--- config.mk ---
export PLATFORM = sky130hd
export DESIGN_NAME = store_queue
export DESIGN_NICKNAME = d
export VERILOG_FILES = /design/src/rtl/store_queue.sv
export SDC_FILE = /design/constraint.sdc
export NUM_CORES = 1
export LEC_CHECK = 0
export ABC_CLOCK_PERIOD_IN_PS = 10700
export CAP_MARGIN = 20
export CORE_ASPECT_RATIO = 0.7
export CORE_UTILIZATION = 55
export CTS_CLUSTER_DIAMETER = 30
export DETAILED_ROUTE_END_ITERATION = 10
export PLACE_DENSITY = 0.8
export SYNTH_ARGS = -nofsm -noshare
export SYNTH_HDL_FRONTEND = slang
export SYNTH_SLANG_ARGS = --single-unit
--- constraint.sdc ---
create_clock -name clk -period 10.7 [get_ports clk]
set_input_delay 2.14 -clock clk [delete_from_list [all_inputs] [get_ports clk]]
set_output_delay 2.14 -clock clk [all_outputs]
set_load 0.05 [all_outputs]
--- src/rtl/store_queue.sv ---
// Store queue: formats byte/half/word stores into lane-aligned word writes and
// buffers them in a first-word fall-through FIFO in front of data memory.
module store_queue #(
   parameter int DEPTH  = 4,
   parameter int ADDR_W = 32
) (
   input  logic                     clk,
   input  logic                     rst,
   input  logic                     req_valid_i,
   output logic                     req_ready_o,
   input  logic [ADDR_W-1:0]        req_addr_i,
   input  logic [31:0]              req_data_i,
   input  logic [1:0]               req_sel_i,
   output logic                     mem_valid_o,
   input  logic                     mem_ready_i,
   output logic [ADDR_W-1:0]        mem_addr_o,
   output logic [31:0]              mem_wdata_o,
   output logic [3:0]               mem_wstrb_o,
   output logic                     misalign_o,
   output logic [$clog2(DEPTH):0]   count_o
);

   localparam int PW = $clog2(DEPTH);
   localparam int CW = PW + 1;
   localparam logic [CW-1:0] FULL_CNT = CW'(DEPTH);
   localparam logic [CW-1:0] ONE_CNT  = CW'(1);
   localparam logic [PW-1:0] ONE_PTR  = PW'(1);

   // SB any offset, SH halfword aligned, SW word aligned, sel 11 never.
   function automatic logic f_legal(input logic [1:0] sel, input logic [1:0] off);
      case (sel)
         2'b00:   f_legal = 1'b1;
         2'b01:   f_legal = ~off[0];
         2'b10:   f_legal = (off == 2'b00);
         default: f_legal = 1'b0;
      endcase
   endfunction

   function automatic logic [31:0] f_wdata(input logic [1:0] sel, input logic [31:0] data);
      case (sel)
         2'b00:   f_wdata = {4{data[7:0]}};
         2'b01:   f_wdata = {2{data[15:0]}};
         default: f_wdata = data;
      endcase
   endfunction

   function automatic logic [3:0] f_wstrb(input logic [1:0] sel, input logic [1:0] off);
      case (sel)
         2'b00:   f_wstrb = 4'b0001 << off;
         2'b01:   f_wstrb = 4'b0011 << off;
         default: f_wstrb = 4'b1111;
      endcase
   endfunction

   logic [ADDR_W-1:0] r_addr_q [DEPTH];
   logic [31:0]       r_data_q [DEPTH];
   logic [3:0]        r_strb_q [DEPTH];
   logic [PW-1:0]     r_wptr;
   logic [PW-1:0]     r_rptr;
   logic [CW-1:0]     r_count;
   logic              r_misalign;

   logic              w_legal;
   logic              w_fire;
   logic              w_push;
   logic              w_pop;
   logic [CW-1:0]     w_count_nxt;

   // Handshake decode; a full queue stays closed even if the head retires now.
   always_comb begin
      req_ready_o = (r_count < FULL_CNT);
      mem_valid_o = (r_count != {CW{1'b0}});
      w_legal     = f_legal(req_sel_i, req_addr_i[1:0]);
      w_fire      = req_valid_i && req_ready_o;
      w_push      = w_fire && w_legal;
      w_pop       = mem_valid_o && mem_ready_i;
      case ({w_push, w_pop})
         2'b10:   w_count_nxt = r_count + ONE_CNT;
         2'b01:   w_count_nxt = r_count - ONE_CNT;
         default: w_count_nxt = r_count;
      endcase
   end

   // Head entry is shown straight from storage, forced to zero when empty.
   always_comb begin
      if (mem_valid_o) begin
         mem_addr_o  = r_addr_q[r_rptr];
         mem_wdata_o = r_data_q[r_rptr];
         mem_wstrb_o = r_strb_q[r_rptr];
      end else begin
         mem_addr_o  = {ADDR_W{1'b0}};
         mem_wdata_o = 32'h0000_0000;
         mem_wstrb_o = 4'b0000;
      end
      count_o    = r_count;
      misalign_o = r_misalign;
   end

   // Pointer, occupancy and misalign-pulse state.
   always_ff @(posedge clk) begin
      if (rst) begin
         r_wptr     <= {PW{1'b0}};
         r_rptr     <= {PW{1'b0}};
         r_count    <= {CW{1'b0}};
         r_misalign <= 1'b0;
      end else begin
         if (w_push) begin
            r_wptr <= r_wptr + ONE_PTR;
         end else begin
            r_wptr <= r_wptr;
         end
         if (w_pop) begin
            r_rptr <= r_rptr + ONE_PTR;
         end else begin
            r_rptr <= r_rptr;
         end
         r_count    <= w_count_nxt;
         r_misalign <= w_fire && !w_legal;
      end
   end

   // Entry storage; contents are don't-care until their slot is counted.
   always_ff @(posedge clk) begin
      if (w_push && !rst) begin
         r_addr_q[r_wptr] <= {req_addr_i[ADDR_W-1:2], 2'b00};
         r_data_q[r_wptr] <= f_wdata(req_sel_i, req_data_i);
         r_strb_q[r_wptr] <= f_wstrb(req_sel_i, req_addr_i[1:0]);
      end
   end

endmodule

# After elaboration in Yosys (flattened, before gate mapping)
# Memories as Yosys holds them, arrays and structs flattened. A register that Yosys moved wholly into a read port is not among the register bits.
# Cells that the tools add are included.
# word_totals
out_inout_bits	74
in_bits	70
elab_cells	47
ramBits	264
register_bits	8
mem_count	3
# memory_table
name	words	width	rd	rd_ports_with_merged_regs	write_ports	line	rtl
r_data_q	4	32	1	1	1	56	logic [31:0] r_data_q [DEPTH];
r_addr_q	4	30	1	1	1	55	logic [ADDR_W-1:0] r_addr_q [DEPTH];
r_strb_q	4	4	1	1	1	57	logic [3:0] r_strb_q [DEPTH];
# op_classes
n_eq_ne	4
n_bitwise	1
n_shift	2
n_addsub	4
magnitude_cmp	1
n_reduce_logical	11
muxes	17
# ops
cell	count
$mux 32	3
$pmux 32 s2	1
$mux 2	6
$mux 4	2
$pmux 4 s2	1
$pmux 3 s2	1
$logic_and 1x1->1	5
$add 2x1->2 const B	2
$eq 2x1->1 const B	2
$eq 2x2->1 const B	2
$logic_not 2->1	2
$shl 1x2->4 const A	1
$shl 2x2->4 const A	1
$add 3x1->3 const B	1
$lt 3x3->1 const B	1
$pmux 1 s3	1
$reduce_bool 3->1	1
$sub 3x1->3 const B	1
$logic_not 1->1	2
$mux 1	2
$reduce_bool 2->1	1
$not 1->1	1

# Logic depth before layout (Yosys ltp)
# Gate-level depths: netlist of the first run.
# depth
word_depth	6
ltp_mapped	10
ltp_nobuf	9

# Worst setup path before layout of the first run
# No wires, ideal clock.
# synth_path
path_kind	input to register
startpoint	in req_sel_i[1]
endpoint	mem r_addr_q[0][0] in the netlist's numbering (enable)
required_ns	10.115
stages	5
setup_slack_ns	2.516
setup_ns	0.585
arrival_ns	7.599
path_buffers	1
path_cell_list	clkbuf_1 -> o21ai_0 -> and3_1 -> inv_1 -> nor3b_1
# synth_between
elab_chain_len	6
word_cells_on_any_way	8
cone_classes	2 x eq/ne; 3 x mux; 3 x reduce/logical
# synth_rtl
element	line	rtl
start: declaration	13	input logic [1:0] req_sel_i,
$eq 2x2->1 (tied with other cells)	31	case (sel)
$pmux 1 s3 *	31	
$logic_and 1x1->1 *	75	w_push = w_fire && w_legal;
$logic_and 1x1->1 *	124	if (w_push && !rst) begin
$mux 1 *	124	
$mux 1 (not written as such) *	125	r_addr_q[r_wptr] <= {req_addr_i[ADDR_W-1:2], 2'b00};
end: declaration	55	
# Every way passes the cells marked *; elsewhere a longest branch is shown, timed or not.

==> results_dict.tcl, run 1 <==
set metrics [dict create \
    outcome "completed" \
    netlist_area_sq_um 10900 \
    yosysTopAreaCellShare_pct 72.7 \
    synthTopCellsByArea "edfxtp_1 (73%), mux4_2 (14%), and2_1 (3.8%)" \
    dr.pass1.iters 5 \
    pwr-share-comb_pct 31.6 \
    io_buffers 141 \
    area_delta_synth_final_pct 27.1 \
    grt-ovfl-total 0 \
    vias_per_cell 5.67 \
    drt_iter0_markers 524 \
    gp_congestion 0.774 \
    grt.busiest_layer "met2" \
    p_per_area_nw_per_um2 261 \
    clock.fmax_mhz 179 \
    swShare_pct 32.9 \
    post_cts_buffers 0 \
    clkTransAtPathRegs_ns 0.05 \
    insertion_delay_ns 0.50 \
    switchingPower_w 0.00119 \
    grt_pass1_vias 5994 \
    clock_skew_ns 0.0151 \
    avgRoutedWirePerCell_um 22.1 \
    relSlewSlack_pct 32.0 \
    dieArea_sq_um 20400 \
    leakage_nw 4.48 \
    yosysMostFrequentCell "edfxtp_1" \
    worstSetupEndpointType "output port" \
    reg2reg_to "r_addr_q[0][1]$_DFFE_PP_" \
    grtUsageTotal_pct 22.4 \
    wl_mm 21.8 \
    seq_power_share_pct 34.3 \
    nFillCells 1126 \
    die_y_um 120 \
    fin_crit_sh_pct 52.2 \
    critPathMaxFanout 50 \
    synthTopCellsByCount "edfxtp_1 (264), and2_1 (66), mux4_2 (66)" \
    tns_ns 0 \
    ctsRootBufferMaster "clkbuf_16" \
    ys_dominant_reg_cell "edfxtp_1" \
    worstMarginPinSlew_ns 1.02 \
    drv_cap 0 \
    synth_top_family_by_area "multiplexers" \
    synthAdderAreaFrac_pct 0.757 \
    cts_buffers 37 \
    cp.arrival_ns 3.44 \
    ant_nets 0 \
    finalSetupViolations 0 \
    reg2reg_from "count_o[2]$_SDFFE_PP0P_" \
    clkSinkCount 274 \
    worstPathRequired_ns 8.56 \
    syn_area_per_cell_sq_um 20.4 \
    synth-async-reset-ratio_pct 0 \
    die_x_um 170 \
    worstHoldStart "r_rptr[1]$_SDFFE_PP0P_" \
    use_met2_pct 35.0 \
    drc 0 \
    ir_drop_mv 0.172 \
    finalHoldViolations 0 \
    start_kind "flop" \
    synth_mux_area_share_pct 16.1 \
    hold_path_class "reg2reg" \
    drive_above_1_share_pct 22.3 \
    cts_max_level 2 \
    synth_seq_area_share_pct 74.5 \
    cts_tree "yes" \
    nets 771 \
    rsz0062_at_grt "false" \
    hpwl_mm 12.4 \
    synth_edf_count 264 \
    clkPwrFrac_pct 34.1 \
    grt_pass1_wl_mm 33.3 \
    holdWs_ns 0.547 \
    coreArea_sq_um 19200 \
    start_util_pct 56.9 \
    rows 42 \
    syn_inst 535 \
    grtUsageMet1_pct 31.1 \
    intPower_w 0.00243 \
    grtUsageMet3_pct 5.71 \
    reg2reg_slack_ns 8.29 \
    cts_resized 0 \
    reg2reg_depth 5 \
    whs_path_depth 2 \
    period_minus_slack_ns 5.58 \
    vias 5601 \
    synth_cell_types 31 \
    cts_hold_buf 0 \
    yosysTopAreaCell "edfxtp_1" \
    synth-xor-area-share_pct 0.321 \
    io-pin-count 144 \
    synth_compound_area_share_pct 1.25 \
    drv_slew 0 \
    synth_seq_cells 274 \
    antenna_found_initial 1 \
    clockBufferDepth 3 \
    p_total_w 0.00362 \
    crit_type "reg2out" \
    ys_warn_count 0 \
    yosys.area_share.simple_pct 5.13 \
    grt_max_degree 68 \
]
## routing by layer
| layer | wire length (um) | vias to the layer above |
|---|---|---|
| met1 | 9280 | 2869 |
| met2 | 10400 | 226 |
| met5 | 0 | - |
| li1 | - | 2465 |
| met3 | 1660 | 41 |
| met4 | 457 | 0 |
## area by class of cell
cell class	count	area (sq um)	area share (%)
sequential	274	8140	58.7
inverter	9	33.8	0.244
antenna	1	2.50	0.0181
tap	264	330	2.38
clock buffer	41	983	7.10
timing repair buffer	150	1480	10.7
multi-input combinational	223	2600	18.8
clock inverter	25	293	2.11
## placed cells by master (no fill, tap or decap), types with 9 or more instances in the layout
cell type / instances
o21ai_0: 15
nor2_1: 9
mux4_2: 66
clkdlybuf4s50_1: 141
clkbuf_16: 39
edfxtp_1: 264
and2_1: 66
nand2_1: 9
mux2_2: 17
inv_1: 9
buf_4: 9
## cells by family (layout without fill, tap and decap cells)
family / after synthesis / after routing
DFF: 274 / 274
and+or+nand+nor: 96 / 96
muxes: 91 / 91
buffers and inverters: 39 / 225
AOI/OAI and AO/OA: 24 / 24
adders and majority gates: 6 / 6
xor gates and xnor gates: 4 / 4
other: 1 / 3
## worst max path at each step
| stage | startpoint | to | cells past startpoint |
|---|---|---|---|
| 2_1_floorplan | req_sel_i[1] | r_addr_q[0][0]$_DFFE_PP_ | 5 |
| 3_3_place_gp | flop | mem_wdata_o[10] | 4 |
| 3_5_place_dp | flop | mem_wdata_o[27] | 4 |
| 4_1_cts | flop | mem_wdata_o[27] | 4 |
| 5_1_grt | flop | mem_wdata_o[24] | 4 |
| 6_report | flop | mem_wdata_o[27] | 4 |
## critical path: stages (launching register included)
cell and delay (ns):
dfxtp_4 0.55, buf_4 0.79, mux4_2 0.62, and2_1 0.21, clkdlybuf4s50_1 0.70
## power groups by stage
stage / clock (W) / combinational (W) / sequential, W
2_1_floorplan: 0 / 0.000807 / 0.00125
3_3_place_gp: 0 / 0.00115 / 0.00126
3_5_place_dp: 0 / 0.00115 / 0.00127
4_1_cts: 0.00126 / 0.00116 / 0.00124
5_1_grt: 0.00130 / 0.00120 / 0.00125
6_report: 0.00124 / 0.00114 / 0.00124
## registers in the layout (all words and copies together), names as in the netlist, named ones only
register,count
r_wptr,2
r_strb_q,16
r_rptr,2
r_data_q,128
r_addr_q,120
misalign_o,1
count_o,3
## stage by stage
| stage | util [%] | instance area (sq um) | std cells | setup slack [ns] |
|---|---|---|---|---|
| after detailed placement | 65.6 | 12600 | 920 | 5.52 |
| after global routing | 72.3 | 13900 | 986 | 4.86 |
| after floorplan | - | 10900 | 536 | 2.52 |
| after global placement | 65.6 | 12600 | 920 | 5.53 |
| final | 72.3 | 13900 | 987 | 5.12 |
| after CTS | 72.3 | 13900 | 986 | 5.00 |
Note: power is estimated with default switching activity, not from simulation.
==> inputs of run 2 (changes only) <==
Settings changed: ABC_CLOCK_PERIOD_IN_PS 10700 to 4900, CORE_UTILIZATION 55 to 50, PLACE_DENSITY 0.8 to 0.76.
Clock period 10.7 ns to 4.9 ns, I/O delays scaled along.
==> run 2 against run 1 <==
  * Combinational power is 120% higher
  * Clock skew increased by 0.00053 ns
  * Die area up 9.9%
  * Via count is 1.2% higher
  * Largest power group is now the clock network
==> results_dict.tcl, run 2 (synthesis gave the netlist of run 1 again) <==
set metrics [dict create \
    worstHoldStart "r_rptr[1]$_SDFFE_PP0P_" \
    area_delta_synth_final_pct 28.8 \
    diodes 0 \
    nets 774 \
    ctsRootBufferMaster "clkbuf_16" \
    crit_buf_inv 3 \
    cp_top_family "buffers and inverters" \
    outcome "completed" \
    coreArea_sq_um 21000 \
    hold_path_class "reg2reg" \
    final_common_cell "edfxtp_1" \
    cts_hold_buf 0 \
    grt-ovfl-total 0 \
    placedCellCount 932 \
    tns_ns 0 \
    grtUsageTotal_pct 20.9 \
    drv_cap 0 \
    wl_mm 22.4 \
    clock_skew_ns 0.0156 \
    whs_path_depth 2 \
    cts_tree "yes" \
    dieArea_sq_um 22400 \
    ant_nets 0 \
    rsz0062_at_grt "false" \
    grt_pass1_wl_mm 34.4 \
    worstPathRequired_ns 3.92 \
    fin_area_sq_um 14000 \
    grt_max_degree 67 \
    ir_drop_mv 0.455 \
    clock.fmax_mhz 239 \
    io-pin-count 144 \
    die_x_um 179 \
    clkTransAtPathRegs_ns 0.05 \
    drive_above_1_share_pct 23.0 \
    drc 0 \
    finalSetupViolations 0 \
    finalHoldViolations 0 \
    insertion_delay_ns 0.51 \
    cpPeakStageDelay_ns 0.74 \
    cts_buffers 40 \
    crit_chain "inv_1 -> nand3_2 -> buf_4 -> and2_1 -> clkdlybuf4s50_1" \
    worstSetupEndpointType "output port" \
    stdcell_count 1003 \
    start_util_pct 51.9 \
    crit_type "reg2out" \
    p_per_area_nw_per_um2 581 \
    vias_per_cell 5.65 \
    cts_max_level 2 \
    reg2reg_slack_ns 2.48 \
    fin_crit_sh_pct 85.4 \
    final_cell_mix "edfxtp_1 (264), clkdlybuf4s50_1 (141), mux4_2 (66), and2_1 (66), clkbuf_16 (41)" \
    cts_resized 0 \
    gp_congestion 0.827 \
    worstMarginPinSlew_ns 1.02 \
    cp.arrival_ns 3.20 \
    dr.pass1.iters 4 \
    rows 44 \
    antenna_found_initial 0 \
    die_y_um 126 \
    grt_pass1_vias 6149 \
    place_area_sq_um 12700 \
    reg2reg_to "count_o[2]$_SDFFE_PP0P_" \
    cpMaxStageDelayCell "nand3_2" \
    reg2reg_from "count_o[2]$_SDFFE_PP0P_" \
    hpwl_mm 12.6 \
    start_kind "flop" \
    period_minus_slack_ns 4.18 \
    relSlewSlack_pct 32.0 \
    holdWs_ns 0.518 \
    io_buffers 141 \
    post_cts_buffers 0 \
    drt_iter0_markers 430 \
    drv_slew 0 \
    reg2reg_depth 9 \
    clkSinkCount 274 \
    clockBufferDepth 3 \
    regMostFlops "r_data_q" \
    top_regs "r_data_q x128, r_addr_q x120, r_strb_q x16" \
    avgRoutedWirePerCell_um 22.4 \
    vias 5668 \
    critPathMaxFanout 47 \
    largest_reg_flops 128 \
    leakage_nw 4.54 \
]
run 2: cell types whose count changed in the layout (fill, tap and decap cells not counted), moves of 3 or more:
cell        previous run  this run
buf_12                 0         5
buf_4                  9         4
clkinv_4               7         2
inv_6                  1         6
clkinvlp_4             4         7
run 2: metrics by stage:
step	utilization (%)	total power (W)	setup slack, ns
2_1_floorplan	-	0.00450	-2.12
3_3_place_gp	60.2	0.00529	1.07
3_5_place_dp	60.2	0.00531	0.915
4_1_cts	66.8	0.00826	0.651
5_1_grt	66.8	0.00845	0.477
6_report	66.8	0.00817	0.716
run 2: final cells by class:
cell class              count  area [sq um]
flip-flops and latches    274          8140
fillers                  1387          6980
multi-input cells         223          2600
repair buffers            150          1540
clock buffers              43          1030
clock inverters            28           354
well taps                 276           345
inverters                   9          33.8
run 2: metal layers:
layer / up-vias / global-route usage (%) / wire, um
met1: 2936 / 28.0 / 9530
met2: 223 / 34.5 / 10900
li1: 2471 / - / -
met5: - / 0 / 0
met3: 38 / 5.20 / 1630
met4: 0 / 5.38 / 342
run 2: worst max-delay path by stage:
stage,endpoint,depth (start not counted),slack [ns],startpoint
after global placement,count_o[2]$_SDFFE_PP0P_,10,1.07,req_sel_i[1]
final,mem_wdata_o[30],5,0.72,count_o[2]$_SDFFE_PP0P_
after detailed placement,count_o[2]$_SDFFE_PP0P_,10,0.92,req_sel_i[1]
after global routing,mem_wdata_o[30],5,0.48,count_o[0]$_SDFFE_PP0P_
after floorplan,r_addr_q[0][0]$_DFFE_PP_,5,-2.12,req_sel_i[1]
after CTS,mem_wdata_o[30],5,0.65,count_o[2]$_SDFFE_PP0P_
run 2: worst register-to-register path, delay by kind of cell (launching register included):
| family | cells | cell delay (ns) |
|---|---|---|
| XOR/XNOR | 1 | 0.18 |
| adder cells (fa/ha/maj) | 2 | 0.64 |
| AND/OR/NAND/NOR | 3 | 0.62 |
| buffers and inverters | 2 | 0.28 |
| flip-flops | 1 | 0.46 |
| AO/OA/AOI/OAI | 1 | 0.15 |
run 2: power by group:
part	switching (W)	total, W	leakage [nW]	internal, W
Sequential	0.000101	0.00274	2.46	0.00264
Combinational	0.00155	0.00251	1.42	0.000959
Clock	0.00105	0.00292	0.658	0.00187
==> inputs of run 3 (changes only) <==
Settings changed: ABC_CLOCK_PERIOD_IN_PS 4900 to default, GPL_TIMING_DRIVEN from default to 0.
==> run 3 against run 2 <==
  * Critical path depth rose by 1
  * Clock skew is 0.0013 ns lower
  * Largest cell class unchanged
  * Register-to-register slack worse by 0.28 ns
==> results_dict.tcl, run 3 (synthesis gave the netlist of run 1 again) <==
set metrics [dict create \
    antenna_found_initial 2 \
    die_x_um 179 \
    clockBufferDepth 3 \
    worstPathRequired_ns 3.92 \
    drv_slew 0 \
    grt-ovfl-total 0 \
    drv_cap 0 \
    ir_drop_mv 0.332 \
    cts_hold_buf 0 \
    switchingPower_w 0.00266 \
    whs_path_depth 2 \
    reg2reg_to "r_addr_q[0][10]$_DFFE_PP_" \
    swShare_pct 33.4 \
    critPathMaxFanout 10 \
    grtUsageTotal_pct 21.3 \
    top_regs "r_data_q x128, r_addr_q x120, r_strb_q x16" \
    io-pin-count 144 \
    post_cts_buffers 0 \
    cp.arrival_ns 3.20 \
    nets 819 \
    worst_path_most_repeated_cell "clkbuf_1" \
    fin_crit_sh_pct 85.3 \
    drc 0 \
    clkPwrFrac_pct 33.4 \
    vias 5853 \
    dp_slack_ns 0.968 \
    worstMarginPinSlew_ns 0.849 \
    finalSetupViolations 0 \
    hold_path_class "reg2reg" \
    dr.pass1.iters 4 \
    holdWs_ns 0.573 \
    regMostFlops "r_data_q" \
    clkSinkCount 274 \
    wl_mm 22.9 \
    cts_buffers 38 \
    place_area_sq_um 13000 \
    hpwl_mm 15.7 \
    relSlewSlack_pct 43.1 \
    grt_pass1_wl_mm 35.6 \
    die_y_um 126 \
    crit_path_end "mem_wdata_o[26]" \
    avgRoutedWirePerCell_um 21.9 \
    gp_congestion 0.819 \
    final_common_cell "edfxtp_1" \
    intPower_w 0.00530 \
    grt_max_degree 14 \
    drt_iter0_markers 466 \
    stdcell_count 1048 \
    period_minus_slack_ns 4.18 \
    placedCellCount 979 \
    p_per_area_nw_per_um2 559 \
    seq_power_share_pct 33.4 \
    pwr-share-comb_pct 33.2 \
    leakage_nw 4.69 \
    io_buffers 139 \
    clock.fmax_mhz 239 \
    reg2reg_depth 7 \
    grt_pass1_vias 6222 \
    insertion_delay_ns 0.50 \
    cts_tree "yes" \
    crit_type "reg2out" \
    outcome "completed" \
    final_cell_mix "edfxtp_1 (264), clkdlybuf4s50_1 (139), mux4_2 (66), and2_1 (66), clkbuf_16 (39)" \
    dieArea_sq_um 22400 \
    cts_max_level 2 \
    crit_chain "inv_1 -> nand3_1 -> clkbuf_1 -> clkbuf_1 -> and2_1 -> clkdlybuf4s50_1" \
    rsz0062_at_grt "false" \
    cpMaxStageDelayCell "clkdlybuf4s50_1" \
    worstSetupEndpointType "output port" \
    cts_resized 0 \
    cpPeakStageDelay_ns 0.87 \
    reg2reg_from "count_o[2]$_SDFFE_PP0P_" \
    ant_nets 0 \
    finalHoldViolations 0 \
    area_delta_synth_final_pct 30.5 \
    ctsRootBufferMaster "clkbuf_16" \
    crit_start "count_o[0]$_SDFFE_PP0P_" \
    coreArea_sq_um 21000 \
    largest_reg_flops 128 \
    drive_above_1_share_pct 24.6 \
    setup_ws_ns 0.720 \
    tns_ns 0 \
    start_kind "flop" \
    vias_per_cell 5.58 \
    rows 44 \
    clock_skew_ns 0.0143 \
    clkTransAtPathRegs_ns 0.05 \
    start_util_pct 51.9 \
    reg2reg_slack_ns 2.20 \
    fin_area_sq_um 14200 \
]
[run 3: cell count changes in the layout (fill, tap and decap cells not counted), sizes merged, moves of 5 or more]
cell | previous run | this run
buf | 9 | 44
clkbuf | 43 | 57
clkinv | 6 | 15
clkinvlp | 7 | 2
inv | 18 | 13
[run 3: power groups by stage]
stage                     clock network [W]  registers, W  logic [W]
after floorplan                           0       0.00274    0.00176
final                               0.00266       0.00266    0.00264
after global placement                    0       0.00271    0.00262
after detailed placement                  0       0.00271    0.00266
after global routing                0.00281       0.00266    0.00278
after CTS                           0.00270       0.00266    0.00268
[run 3: critical path, delay by kind of cell, from the launching register on]
family	cells	cell delay [ns]
flops	1	0.42
buf+inv	4	1.84
simple gates	2	0.44
[run 3: routing by layer]
layer / global-route usage (%) / vias up / wire length, um
met5: 0 / - / 13
met4: 6.13 / 2 / 468
met3: 4.65 / 44 / 1420
met2: 34.0 / 206 / 11200
met1: 29.9 / 3043 / 9860
li1: - / 2558 / -
[run 3: cell type report]
cell class,count,area (sq um)
plain buffers,30,169
flip-flops and latches,274,8130
well taps,276,345
multi-input cells,223,2600
clock buffers,43,991
repair buffers,167,1710
fillers,1378,6800
clock inverters,25,260
inverters,9,33.8
diodes,1,2.50
[run 3: metrics by stage]
stage	total power (W)	utilization, %
global placement	0.00534	60.1
floorplan	0.00450	-
CTS	0.00803	67.7
detailed placement	0.00537	61.7
finish	0.00796	67.7
global route	0.00825	67.7
[run 3: worst min path at each step]
stage	start	end	slack, ns
floorplan	r_rptr[1]$_SDFFE_PP0P_	flop	0.48
global placement	r_rptr[0]$_SDFFE_PP0P_	r_rptr[0]$_SDFFE_PP0P_	0.52
detailed placement	r_rptr[0]$_SDFFE_PP0P_	r_rptr[0]$_SDFFE_PP0P_	0.53
CTS	r_wptr[1]$_SDFFE_PP0P_	r_wptr[1]$_SDFFE_PP0P_	0.57
global route	r_wptr[1]$_SDFFE_PP0P_	r_wptr[1]$_SDFFE_PP0P_	0.61
finish	r_wptr[1]$_SDFFE_PP0P_	r_wptr[1]$_SDFFE_PP0P_	0.57
